[config.mk]
export PLATFORM = sky130hd
export DESIGN_NAME = ysyx_22050710_lsu
export DESIGN_NICKNAME = d
export VERILOG_FILES = /design/src/rtl/ysyx_22050710_lsu_pkg.sv /design/src/rtl/ysyx_22050710_lsu_align.sv /design/src/rtl/ysyx_22050710_lsu.sv
export SDC_FILE = /design/constraint.sdc
export NUM_CORES = 1
export LEC_CHECK = 0
export ABC_AREA = 1
export BUFFER_PORTS_ARGS = -buffer_cell sky130_fd_sc_hd__buf_2
export CELL_PAD_IN_SITES_DETAIL_PLACEMENT = 0
export CELL_PAD_IN_SITES_GLOBAL_PLACEMENT = 1
export CORE_UTILIZATION = 30
export DETAILED_ROUTE_END_ITERATION = 8
export PLACE_DENSITY = 0.84
export SYNTH_ARGS = -nofsm -noshare
export SYNTH_HDL_FRONTEND = slang
export SYNTH_SLANG_ARGS = --single-unit
[constraint.sdc]
create_clock -name i_clk -period 2.6 [get_ports i_clk]
set_input_delay 0 -clock i_clk [delete_from_list [all_inputs] [get_ports i_clk]]
set_output_delay 0 -clock i_clk [all_outputs]
set_load 0.005 [all_outputs]
[src/rtl/ysyx_22050710_lsu_pkg.sv]
// Shared definitions for the NPC load/store unit: MemOP encodings, FSM states
// and access-size decode.
package ysyx_22050710_lsu_pkg;

  localparam logic [2:0] MEMOP_B   = 3'b000;
  localparam logic [2:0] MEMOP_H   = 3'b001;
  localparam logic [2:0] MEMOP_W   = 3'b010;
  localparam logic [2:0] MEMOP_D   = 3'b011;
  localparam logic [2:0] MEMOP_BU  = 3'b100;
  localparam logic [2:0] MEMOP_HU  = 3'b101;
  localparam logic [2:0] MEMOP_WU  = 3'b110;
  localparam logic [2:0] MEMOP_ILL = 3'b111;

  typedef enum logic [1:0] {
    ST_IDLE = 2'd0,
    ST_REQ  = 2'd1,
    ST_RSP  = 2'd2,
    ST_DONE = 2'd3
  } lsu_state_e;

  typedef enum logic [1:0] {
    SZ_B = 2'd0,
    SZ_H = 2'd1,
    SZ_W = 2'd2,
    SZ_D = 2'd3
  } lsu_size_e;

  function automatic lsu_size_e size_of(input logic [2:0] op);
    return lsu_size_e'(op[1:0]);
  endfunction

endpackage

[src/rtl/ysyx_22050710_lsu_align.sv]
// Combinational lane logic: legality/alignment check and store lane placement
// for the incoming operation, plus load extraction/extension for the response.
module ysyx_22050710_lsu_align
  import ysyx_22050710_lsu_pkg::*;
(
  input  logic [2:0]  off,
  input  logic [2:0]  op,
  input  logic        rd_en,
  input  logic        wr_en,
  input  logic [63:0] wdata,
  output logic        err,
  output logic [7:0]  wmask,
  output logic [63:0] wdata_lane,
  input  logic [2:0]  rsp_off,
  input  logic [2:0]  rsp_op,
  input  logic [63:0] mem_rdata,
  output logic [63:0] rdata_ext
);

  logic       misaligned_s;
  logic [7:0] base_mask_s;
  logic [63:0] shifted_s;

  // Request side: alignment by access size, byte enables and shifted store data
  always_comb begin
    misaligned_s = 1'b0;
    base_mask_s  = 8'h01;
    case (size_of(op))
      SZ_B: begin misaligned_s = 1'b0;             base_mask_s = 8'h01; end
      SZ_H: begin misaligned_s = off[0];           base_mask_s = 8'h03; end
      SZ_W: begin misaligned_s = (off[1:0] != 2'b00); base_mask_s = 8'h0F; end
      SZ_D: begin misaligned_s = (off != 3'b000);  base_mask_s = 8'hFF; end
      default: begin misaligned_s = 1'b1;          base_mask_s = 8'h00; end
    endcase
    // Unsigned MemOPs have no store meaning, so op[2] is illegal on a write.
    err = (rd_en && wr_en)
       || ((rd_en || wr_en) && (misaligned_s || (op == MEMOP_ILL)))
       || (wr_en && op[2]);
    wmask      = base_mask_s << off;
    wdata_lane = wdata << {off, 3'b000};
  end

  // Response side: bring the addressed bytes down to bit 0, then extend
  always_comb begin
    shifted_s = mem_rdata >> {rsp_off, 3'b000};
    case (rsp_op)
      MEMOP_B:  rdata_ext = {{56{shifted_s[7]}},  shifted_s[7:0]};
      MEMOP_H:  rdata_ext = {{48{shifted_s[15]}}, shifted_s[15:0]};
      MEMOP_W:  rdata_ext = {{32{shifted_s[31]}}, shifted_s[31:0]};
      MEMOP_D:  rdata_ext = shifted_s;
      MEMOP_BU: rdata_ext = {56'd0, shifted_s[7:0]};
      MEMOP_HU: rdata_ext = {48'd0, shifted_s[15:0]};
      MEMOP_WU: rdata_ext = {32'd0, shifted_s[31:0]};
      default:  rdata_ext = 64'd0;
    endcase
  end

endmodule

[src/rtl/ysyx_22050710_lsu.sv]
// Multi-cycle load/store unit: one operation at a time from the EXU, carried
// over a req/gnt/rvalid data-memory bus, result handed to write-back.
module ysyx_22050710_lsu
  import ysyx_22050710_lsu_pkg::*;
(
  input  logic        i_clk,
  input  logic        i_rst,
  input  logic        i_valid,
  output logic        o_ready,
  input  logic [63:0] i_addr,
  input  logic [63:0] i_wdata,
  input  logic [2:0]  i_MemOP,
  input  logic        i_RdEn,
  input  logic        i_WrEn,
  output logic        o_valid,
  input  logic        i_ready,
  output logic [63:0] o_rdata,
  output logic        o_err,
  output logic        o_mem_req,
  input  logic        i_mem_gnt,
  output logic [63:0] o_mem_addr,
  output logic        o_mem_we,
  output logic [63:0] o_mem_wdata,
  output logic [7:0]  o_mem_wmask,
  input  logic        i_mem_rvalid,
  input  logic [63:0] i_mem_rdata
);

  lsu_state_e  state_r, state_nxt_s;
  logic [63:0] addr_r, wdata_r, rdata_r;
  logic [7:0]  wmask_r;
  logic [2:0]  op_r, off_r;
  logic        we_r, rd_r, err_r;

  logic        err_s;
  logic [7:0]  wmask_s;
  logic [63:0] wdata_lane_s, rdata_ext_s;

  ysyx_22050710_lsu_align u_align (
    .off        (i_addr[2:0]),
    .op         (i_MemOP),
    .rd_en      (i_RdEn),
    .wr_en      (i_WrEn),
    .wdata      (i_wdata),
    .err        (err_s),
    .wmask      (wmask_s),
    .wdata_lane (wdata_lane_s),
    .rsp_off    (off_r),
    .rsp_op     (op_r),
    .mem_rdata  (i_mem_rdata),
    .rdata_ext  (rdata_ext_s)
  );

  // FSM state register
  always_ff @(posedge i_clk) begin
    if (!i_rst) state_r <= ST_IDLE;
    else        state_r <= state_nxt_s;
  end

  // FSM next-state; errors and no-ops skip the bus entirely
  always_comb begin
    state_nxt_s = state_r;
    case (state_r)
      ST_IDLE: begin
        if (i_valid) begin
          if (err_s || !(i_RdEn || i_WrEn)) state_nxt_s = ST_DONE;
          else                              state_nxt_s = ST_REQ;
        end else begin
          state_nxt_s = ST_IDLE;
        end
      end
      ST_REQ: begin
        if (i_mem_gnt) state_nxt_s = ST_RSP;
        else           state_nxt_s = ST_REQ;
      end
      ST_RSP: begin
        if (i_mem_rvalid) state_nxt_s = ST_DONE;
        else              state_nxt_s = ST_RSP;
      end
      ST_DONE: begin
        if (i_ready) state_nxt_s = ST_IDLE;
        else         state_nxt_s = ST_DONE;
      end
      default: state_nxt_s = ST_IDLE;
    endcase
  end

  // Capture the operation at accept; latch load data when the response lands
  always_ff @(posedge i_clk) begin
    if (!i_rst) begin
      addr_r  <= 64'd0;
      wdata_r <= 64'd0;
      rdata_r <= 64'd0;
      wmask_r <= 8'd0;
      op_r    <= 3'd0;
      off_r   <= 3'd0;
      we_r    <= 1'b0;
      rd_r    <= 1'b0;
      err_r   <= 1'b0;
    end else begin
      case (state_r)
        ST_IDLE: begin
          if (i_valid) begin
            addr_r  <= {i_addr[63:3], 3'b000};
            off_r   <= i_addr[2:0];
            op_r    <= i_MemOP;
            rd_r    <= i_RdEn && !err_s;
            we_r    <= i_WrEn && !err_s;
            wmask_r <= (i_WrEn && !err_s) ? wmask_s : 8'd0;
            wdata_r <= (i_WrEn && !err_s) ? wdata_lane_s : 64'd0;
            err_r   <= err_s;
            rdata_r <= 64'd0;
          end
        end
        ST_RSP: begin
          if (i_mem_rvalid && rd_r) rdata_r <= rdata_ext_s;
        end
        default: ;
      endcase
    end
  end

  assign o_ready     = (state_r == ST_IDLE);
  assign o_mem_req   = (state_r == ST_REQ);
  assign o_valid     = (state_r == ST_DONE);
  assign o_rdata     = rdata_r;
  assign o_err       = err_r;
  assign o_mem_addr  = addr_r;
  assign o_mem_we    = we_r;
  assign o_mem_wdata = wdata_r;
  assign o_mem_wmask = wmask_r;

endmodule

==> metrics.txt <==
status completed; clk sink count 208; Die Wd approximately 200 um; fin. max-slew vios 0; io pins around 400; total power around 0.0096 W; Worst-Margin Slew about 800 ps; sw power between 0.003 and 0.004 W; via-per-instance ratio approximately 5.1; starting density of the core between 30% and 40%; number of global-route vias before repair around 13000; Comb pwr share 24.8%; EDFF count, synth 0; final instance area ~0.016 mm2; first-pass GRT wire length ~73 mm; Hold Slack about 13 ps; largest area contributor in the netlist dfxtp_1; setup_tns 0 ps; WS Path Type reg2reg; Seq/Total Area, Yosys a little under two fifths; total track usage roughly a quarter; pwr dens approximately 620 mW/mm2; routability congestion estimate 0.960; post-route DRC violation count 0; Worst-Skew Late Latency about 550 ps; drt pass-1 iters 5; CTS max path bufs 3; Pint between 0.006 and 0.007 W; Synth top area share approximately 37%; WP data required slightly above 3000 ps; Final Cycle Share between 90% and 100%; Max Cap Viol 0; Yosys warning count 0; Fin. Hold Viols 0; total grt overflow 0; port bufs 404; Min-Delay Path Class in2reg; CTS Buf Count 26; Syn Area/Cell around 6.4 um2; Final Skew roughly 26 ps; hpwl dp approximately 34 mm; Fmax achieved between 0.4 and 0.5 GHz; Post-Place Cell Area between 0.01 and 0.015 mm2; count of state elements after synthesis 208; Synth area leaders dfxtp_1 (37%), nand2_1 (17%), o21ai_0 (9.1%), a21oi_1 (7.7%), nor2_1 (6.6%); Startpoint Class flip-flop; Gate Count Post-Synth 1737; Peak VDD IR 510 uV; CP endpoint kind flip-flop; TritonCTS clock tree done; final wirelength around 48 mm; RSZ-0062 raised after global routing no; Final setup viols 0; Clk pwr share approximately two fifths; Root Buffer clkbuf_16; sw frac 32.3%; Filler cells just under 4000; largest net degree at the start of global routing roughly 150; H-tree Lvls 1; core area 0.0365 mm2; average wire per standard cell roughly 18 um; die height 194 um; Data arrival, critical path ~2900 ps; layout cells sized above 1 between 20% and 30%; Core Rows 70; Syn-to-layout area delta 39.8%; post-route ant nets 0; Reg clk slew, reported paths about 60 ps; Sequential Power Share a little over a third; Final Util between 40% and 50%; Post-layout nets 2382; Total Die Area 0.0378 mm2; Tmin final ~2500 ps; initial antenna violation count 1; Distinct cells, synth 37; crit path max fanout 148; via count ~14000; leakage power between 7 and 8 nW; Mapped Area 0.0111 mm2; Worst slew margin between 40% and 50%; DRT iter0 DRCs around 930; Post-synth top flop dfxtp_1; Async SR Flop Fraction 0%
## registers in the layout (all words and copies together) (netlist names)
register / cells
state_r: 2
o_mem_we: 1
o_mem_wdata: 64
o_mem_wmask: 8
rd_r: 1
o_err: 1
o_mem_addr: 61
off_r: 3
o_rdata: 64
op_r: 3
## power groups by stage
stage,Combinational [W],Clock [W],Sequential [W]
floorplan,0.00139,0,0.00351
global placement,0.00219,0,0.00351
detailed placement,0.00220,0,0.00352
CTS,0.00236,0.00385,0.00345
global route,0.00265,0.00397,0.00347
finish,0.00239,0.00378,0.00345
## kinds of logic (layout without fill, tap and decap cells)
family	after synthesis	count (layout)	synth area share [%]
compound gates	443	443	21.6
buf+inv	214	674	8.15
flops	208	208	37.5
mux	5	5	0.450
other cells	1	5	0.0337
simple gates	866	866	32.3
## synth_stat cells, drive strengths merged, types with 17 or more instances
| master | n |
|---|---|
| o21ai | 206 |
| nand3 | 112 |
| nand2 | 508 |
| a21oi | 170 |
| nor2 | 199 |
| nand4 | 37 |
| o211ai | 37 |
| buf | 65 |
| clkbuf | 82 |
| inv | 67 |
| a22oi | 17 |
| dfxtp | 208 |
## worst max-delay path, stage by stage, from the launching register on
cell and delay (ps):
dfxtp_1 360, nor2_2 70, nand2_4 80, buf_16 420
nor2_1 120, nand2_1 90, dlygate4sd3_1 550, a21oi_1 60
dlygate4sd3_1 570
## layout make-up
class | instances | area, um2 | share of cell area, %
tap | 468 | 586 | 3.77
antenna | 2 | 5.00 | 0.0322
sequential | 208 | 4170 | 26.8
clock inverter | 8 | 129 | 0.830
clock buffer | 40 | 753 | 4.85
timing repair buffer | 559 | 3570 | 23.0
inverter | 67 | 256 | 1.65
multi-input combinational | 1317 | 6070 | 39.1
## cells in the final DEF (no fill, tap or decap), drive strengths merged, types with 3 or more instances in the layout
master	instances
a21oi	170
clkbuf	40
a22oi	17
nand3	112
inv	66
bufinv	3
buf	444
dfxtp	208
or2	8
o211ai	37
conb	3
mux2i	5
o21ai	206
nand2	508
a31oi	3
nand4	37
nor2	199
dlygate4sd3	115
clkinv	5
o22ai	4
a21boi	3
## through the flow
step / setup slack [ps] / cells
floorplan: 1090 / 1739
global placement: 623 / 2504
detailed placement: 573 / 2504
CTS: 25.2 / 2667
global route: 6.41 / 2668
finish: 135 / 2669
## metal layers
| layer | track usage (%) | up-vias | wire length, um |
|---|---|---|---|
| met1 | 30.5 | 6198 | 19600 |
| met3 | 5.12 | 123 | 4000 |
| met5 | 0 | - | 0 |
| met2 | 39.9 | 661 | 21600 |
| met4 | 11.7 | 0 | 2430 |
| li1 | - | 6643 | - |
## worst paths after layout
path,from,to,slack (ps),cells after the start
setup / recovery,state_r[1],rd_r,130,8
hold / removal,i_mem_rdata[1],o_rdata[1],10,7
setup reg to reg,state_r[1],rd_r,130,8
hold reg to reg,o_rdata[42],o_rdata[42],460,2
## what timing repair did
item | CTS | global route
endpoints found under the hold margin | 153 | 0
hold buffers | 115 | 0
setup endpoints to repair | 0 | 3
resized for setup | 0 | 5
buffers inserted | 0 | 0
Power figures use the tool's default switching activity.
